File: src/rtl/mmio_port.sv
// mmio_port: memory-mapped output port with a small word FIFO.
// CPU writes to DATA push words into the FIFO; a stream consumer drains it
// through out_valid/out_ready. Registers: 0 DATA, 1 STATUS, 2 COUNT, 3 CYCLES.
// Optional feature macro: MMIO_PORT_CYCLES_EN (free-running 16-bit CYCLES
// counter); when undefined, CYCLES reads 0 and ignores writes.
module mmio_port #(
    parameter int         DEPTH = 4,
    parameter logic [7:0] BASE  = 8'hF0
) (
    input  logic        clk,
    input  logic        rst,
    input  logic        we,
    input  logic [7:0]  addr,
    input  logic [15:0] wdata,
    output logic [15:0] rdata,
    output logic        sel,
    output logic        out_valid,
    output logic [15:0] out_data,
    input  logic        out_ready
);

    localparam int DATA_W = 16;
    localparam int PTR_W  = (DEPTH > 1) ? $clog2(DEPTH) : 1;
    localparam int CNT_W  = PTR_W + 1;

    logic [DATA_W-1:0] mem [DEPTH];
    logic [PTR_W-1:0]  wr_ptr;
    logic [PTR_W-1:0]  rd_ptr;
    logic [CNT_W-1:0]  count;
    logic              ovf;

    logic              hit;
    logic [2:0]        off;
    logic              full;
    logic              empty;
    logic              push;
    logic              pop;
    logic              accept;
    logic              ovf_set;
    logic              ovf_clr;
    logic [DATA_W-1:0] cycles_val;
    logic [DATA_W-1:0] rd_word;

    // addr[0] selects a byte within a word and has no meaning here
    logic unused_addr_lsb;
    assign unused_addr_lsb = addr[0];

    assign hit       = (addr[7:4] == BASE[7:4]);
    assign off       = addr[3:1];
    assign full      = (count == CNT_W'(DEPTH));
    assign empty     = (count == '0);
    assign out_valid = !empty;
    assign out_data  = mem[rd_ptr];

    // A pop in the same cycle frees a slot, so a push into a full FIFO is
    // still accepted; only a push into a full FIFO without a pop overflows.
    assign pop     = out_valid && out_ready;
    assign push    = we && hit && (off == 3'd0);
    assign accept  = push && (!full || pop);
    assign ovf_set = push && full && !pop;
    assign ovf_clr = we && hit && (off == 3'd1) && wdata[2];

`ifdef MMIO_PORT_CYCLES_EN
    logic [DATA_W-1:0] cycles;
    logic              cyc_wr;

    assign cyc_wr     = we && hit && (off == 3'd3);
    assign cycles_val = cycles;

    // Free-running cycle counter; a CPU write loads it, then counting resumes
    always_ff @(posedge clk) begin
        if (rst) begin
            cycles <= '0;
        end else if (cyc_wr) begin
            cycles <= wdata;
        end else begin
            cycles <= cycles + DATA_W'(1);
        end
    end
`else
    assign cycles_val = '0;
`endif

    // FIFO control: pointers, occupancy and sticky overflow flag
    always_ff @(posedge clk) begin
        if (rst) begin
            wr_ptr <= '0;
            rd_ptr <= '0;
            count  <= '0;
            ovf    <= 1'b0;
        end else begin
            if (accept) begin
                wr_ptr <= wr_ptr + PTR_W'(1);
            end
            if (pop) begin
                rd_ptr <= rd_ptr + PTR_W'(1);
            end
            case ({accept, pop})
                2'b10:   count <= count + CNT_W'(1);
                2'b01:   count <= count - CNT_W'(1);
                default: count <= count;
            endcase
            // Overflow in the same cycle as a clear must leave the flag set
            if (ovf_set) begin
                ovf <= 1'b1;
            end else if (ovf_clr) begin
                ovf <= 1'b0;
            end
        end
    end

    // FIFO storage; contents are don't-care after reset so no reset here
    always_ff @(posedge clk) begin
        if (accept) begin
            mem[wr_ptr] <= wdata;
        end
    end

    // Register read mux over the state as it stands before this edge
    always_comb begin
        rd_word = '0;
        if (hit) begin
            case (off)
                3'd1:    rd_word = {13'b0, ovf, full, empty};
                3'd2:    rd_word = DATA_W'(count);
                3'd3:    rd_word = cycles_val;
                default: rd_word = '0;
            endcase
        end
    end

    // One-cycle registered read response and block-select flag
    always_ff @(posedge clk) begin
        if (rst) begin
            rdata <= '0;
            sel   <= 1'b0;
        end else begin
            rdata <= rd_word;
            sel   <= hit;
        end
    end

endmodule

File: config.mk
export PLATFORM = sky130hd
export DESIGN_NAME = mmio_port
export DESIGN_NICKNAME = d
export VERILOG_FILES = /design/src/rtl/mmio_port.sv
export SDC_FILE = /design/constraint.sdc
export NUM_CORES = 1
export LEC_CHECK = 0
export CAP_MARGIN = 30
export CORE_MARGIN = 2
export CORE_UTILIZATION = 50
export CTS_CLUSTER_SIZE = 8
export DETAILED_ROUTE_END_ITERATION = 16
export PLACE_DENSITY_LB_ADDON = 0.12
export SLEW_MARGIN = 20
export SYNTH_ARGS = -nofsm -noshare
export SYNTH_HDL_FRONTEND = slang
export SYNTH_SLANG_ARGS = --single-unit
File: constraint.sdc
create_clock -name clk -period 2.75 [get_ports clk]
set_input_delay 0.275 -clock clk [delete_from_list [all_inputs] [get_ports clk]]
set_output_delay 0.275 -clock clk [all_outputs]
set_load 0.01 [all_outputs]
# Word level (Yosys, flattened, before mapping)
# Memory sizes are Yosys's and may differ from the RTL's. A register that Yosys moved wholly into a read port is not among the register bits.
# Index checks and enable logic that the tools add are counted.
dict set report totals {
  ff_bits 25
  ram_bits 64
  in_bits 28
  output_inout_bits 34
  wordCells 43
  n_memories 1
}
dict set report op_classes {
  n_addsub 4
  n_eq_ne 6
  n_mux 8
  bitwise 1
  reduce_logical 17
}
# memory depth word_bits read_ports rd_ports_with_merged_regs wr line_no
set memory_table {}
lappend memory_table {mem 4 16 1 1 1 26} ;# logic [DATA_W-1:0] mem [DEPTH];
# cell count
set op_table {}
lappend op_table {{$pmux 3 s2} 2}
lappend op_table {{$logic_and 1x1->1} 8}
lappend op_table {{$logic_not 3->1} 2}
lappend op_table {{$add 2x1->2 const B} 2}
lappend op_table {{$eq 4x4->1 const B} 1}
lappend op_table {{$mux 1} 4}
lappend op_table {{$mux 2} 2}
lappend op_table {{$reduce_bool 2->1} 2}
lappend op_table {{$add 3x1->3 const B} 1}
lappend op_table {{$eq 3x1->1 const B} 1}
lappend op_table {{$eq 3x2->1 const B} 1}
lappend op_table {{$eq 3x3->1 const B} 1}
lappend op_table {{$logic_not 1->1} 3}
lappend op_table {{$sub 3x1->3 const B} 1}
lappend op_table {{$eq 2x1->1 const B} 1}
lappend op_table {{$eq 2x2->1 const B} 1}
lappend op_table {{$reduce_or 2->1} 1}
lappend op_table {{$logic_or 1x1->1} 1}
lappend op_table {{$not 1->1} 1}

# Longest topological paths before layout
dict set report logic_depth {
  word_depth 7
  mapped_depth 8
  mapped_depth_nobuf 7
}

# Worst setup path after synthesis
# Ideal clock, no wire load.
dict set report synth_path {
  path_kind {reg-to-reg}
  start {register count[1]}
  end {register count[2]}
  setup_time_ns 0.123
  t_arrival_ns 2.283
  required_ns 2.627
  slack_ns 0.344
  stages_incl_launch_ff 8
  n_path_buf 0
  period_less_slack_ns 2.406
  path_cell_list {dfxtp_1 o31ai_1 a21o_1 inv_1 fa_1 a211oi_1 a31oi_4 mux2_1}
}
dict set report synth_between {
  elab_chain_len 7
  elab_cells_between_ends 13
  cone_classes {add/sub (2); eq/ne (3); mux (1); reduce/logical (7)}
}
# element line_no
set synth_lines {}
lappend synth_lines {{start, declared} 29} ;# logic [CNT_W-1:0] count;
lappend synth_lines {{start signal, assigned} 99} ;# 2'b10: count <= count + CNT_W'(1);
lappend synth_lines {{start signal, assigned} 100} ;# 2'b01: count <= count - CNT_W'(1);
lappend synth_lines {{start signal, assigned} 101} ;# default: count <= count;
lappend synth_lines {{$logic_not 3->1} 51} ;# assign empty = (count == '0);
lappend synth_lines {{$logic_not 1->1} 52} ;# assign out_valid = !empty;
lappend synth_lines {{$logic_and 1x1->1} 57} ;# assign pop = out_valid && out_ready;
lappend synth_lines {{$logic_or 1x1->1} 59} ;# assign accept = push && (!full || pop);
lappend synth_lines {{$logic_and 1x1->1} 59}
lappend synth_lines {{$eq 2x1->1 / $eq 2x2->1 (equally long branches)} 98} ;# case ({accept, pop})
lappend synth_lines {{$pmux 3 s2 / $reduce_bool 2->1 (equally long branches)} --}
# Parallel ways exist; a longest one is shown, timed or not.
# A chain may end at the register's enable or synchronous reset.

# Worst setup path after layout
# Ends and elaborated chain as after synthesis.

==> run summary <==
power per standard cell area: 601 mW/mm²
Synth Cell Area: 0.00314 mm²
fmax: 421 MHz
vias per cell: 5.31
crit start category: register
Crit Path Category: register to register
Main synth FF type: edfxtp_1
Die Y: 83.2 µm
hpwl dp: 3800 µm
ys async rst share: 0
port bufs: 47
Synth cell types: 35
area of the die: 0.00692 mm²
Die X: 83.2 µm
ranking of synthesized cells by area: edfxtp_1, mux4_2, dfxtp_1
Num CTS Buffers: 9
clock latency on the worst-skew pair: 0.33 ns
largest net degree at the start of global routing: 17
required time worst endpoint: 2.96 ns
Syn Inst Count: 175
io pins: 62
Sink Count: 78
# rows: 28
clk root buf: clkbuf_8
DR WL/cell: 16.8 µm
status: complete, no violations
number of nets with antenna violations after routing: 0
setup TNS: 0 ns
final net count: 272
antenna violations before repair: 0
maxcap violations: 0
RSZ-0062 raised after global routing: false
GRT Residual Overflow: 0
EDFF count, synth: 64
Synth area leader: edfxtp_1
share of Yosys cell area claimed by the top area cell type: 0.613
Post-Route WL: 5360 µm
final hold violation count: 0
cell leakage power: 1.32 nW
Tcrit/Tclk final: 0.865
Worst Path Max Fanout: 8
Fin Hold WS: 0.479 ns
post-CTS setup buffers: 0
vias in the first global route: 1828
Setup Skew: 0.0111 ns
Final setup viols: 0
final slew viol count: 0
first drt pass iteration count: 4
Max H-tree Level: 3
layout cells sized above 1: 0.185
global-route wire length before repair: 8670 µm
CTS tree: built
Core Box Area: 0.00599 mm²
post-cts gate resize count: 0
crit path time final: 2.38 ns
Critical Path End Type: register
Seq/Total Area, Yosys: 0.702
routability cong.: 0.818
Initial Utilization: 0.524
yosys warns: 0
Pwr Total: 2.34 mW
Hold Crit Class: register to register
Fill cells: 404
DR iter-0 viols: 78
DR vias: 1687
Total Routing Usage GR: 0.163
maximum vdd drop: 0.346 mV
CTS Hold Buffers Added: 0
DRC Markers: 0
Area Growth Syn to Fin: 24.3%
Synth Register Bits: 78
WP data arrival: 2.59 ns
Avg Cell Area, Syn: 17.9 µm²
Worst-path clk slew: 0.07 ns
CTS max path bufs: 2
Util after Layout: 0.651
diodes inserted: 0
metal layers:
metal | vias to the layer above | part of all wire | global-route usage | routed length (µm)
met5 | - | 0 | 0 | 0
met4 | 0 | 0.017 | 0.0745 | 91
met3 | 9 | 0.048 | 0.0388 | 259
met2 | 59 | 0.53 | 0.295 | 2830
met1 | 837 | 0.41 | 0.181 | 2180
li1 | 782 | - | - | -
kinds of logic (layout without fill, tap and decap cells):
logic type	Yosys count	in the layout	synth area share
AND/OR/NAND/NOR	33	33	0.0622
multiplexers	18	18	0.122
flip-flops	78	78	0.702
AO/OA/AOI/OAI	14	14	0.0383
XOR/XNOR	3	3	0.00838
other	1	13	0.00120
buffers and inverters	23	79	0.0439
adder cells (fa/ha/maj)	5	5	0.0223
cells in the mapped netlist (all sizes together), types with 3 or more instances:
cell type / count
edfxtp: 64
ha: 4
buf: 17
nor2: 12
and2: 4
nor3: 3
nand3: 4
dfxtp: 14
nor2b: 3
mux4: 16
inv: 4
power breakdown:
part | switching [mW] | internal (mW) | total [mW]
clock | 0.368 | 0.409 | 0.776
combinational | 0.116 | 0.150 | 0.266
sequential | 0.0150 | 1.29 | 1.30
path summary, 6_finish.rpt:
kind,from,endpoint,cells after the start,slack (ns)
hold / removal,ovf$_SDFFE_PP0P_,ovf$_SDFFE_PP0P_,2,0.48
setup / recovery,count[1]$_SDFFE_PP0P_,count[2]$_SDFFE_PP0P_,7,0.37
hold reg to reg,ovf$_SDFFE_PP0P_,ovf$_SDFFE_PP0P_,2,0.48
setup reg to reg,count[1]$_SDFFE_PP0P_,count[2]$_SDFFE_PP0P_,7,0.37
final cells by class:
class	instances	area (µm²)	area share
repair buffers	60	568	0.146
flip-flops and latches	78	2200	0.565
multi-input cells	86	842	0.216
clock buffers	10	128	0.0327
inverters	4	15.0	0.00385
clock inverters	5	51.3	0.0132
well taps	75	93.8	0.0241
stage by stage:
step	setup slack [ns]	instance area, µm²	instances
floorplan	0.344	3180	187
global placement	0.178	3720	303
detailed placement	0.100	3720	303
CTS	0.372	3900	318
global route	0.217	3900	318
finish	0.372	3900	318
cell usage in the layout (no fill, tap or decap), types with 2 or more instances in the layout:
master	n
nor3_1	3
nor2b_1	3
nor2_1	12
clkinv_1	2
ha_1	4
and2_1	4
conb_1	13
buf_4	13
nand3_1	4
and4_1	2
mux4_2	16
a22oi_1	2
o31ai_1	2
clkdlybuf4s50_1	47
o21ai_0	2
edfxtp_1	64
xor2_1	2
nand4_1	2
a21oi_1	2
inv_1	4
clkbuf_8	9
dfxtp_1	14
sequential cells by signal, summed over array words and instances, names as in the netlist, named ones only:
| register | cells |
|---|---|
| rdata | 3 |
| wr_ptr | 2 |
| mem | 64 |
| count | 3 |
| ovf | 1 |
| sel | 1 |
| rd_ptr | 2 |
critical path, cell delays in order (launching register included):
cell      delay [ns]
dfxtp_1         0.41
o31ai_1         0.42
a21o_1          0.19
inv_1           0.09
fa_1            0.43
a211oi_1        0.38
a31oi_4         0.04
mux2_1          0.32
Note: power is estimated with default switching activity, not from simulation.
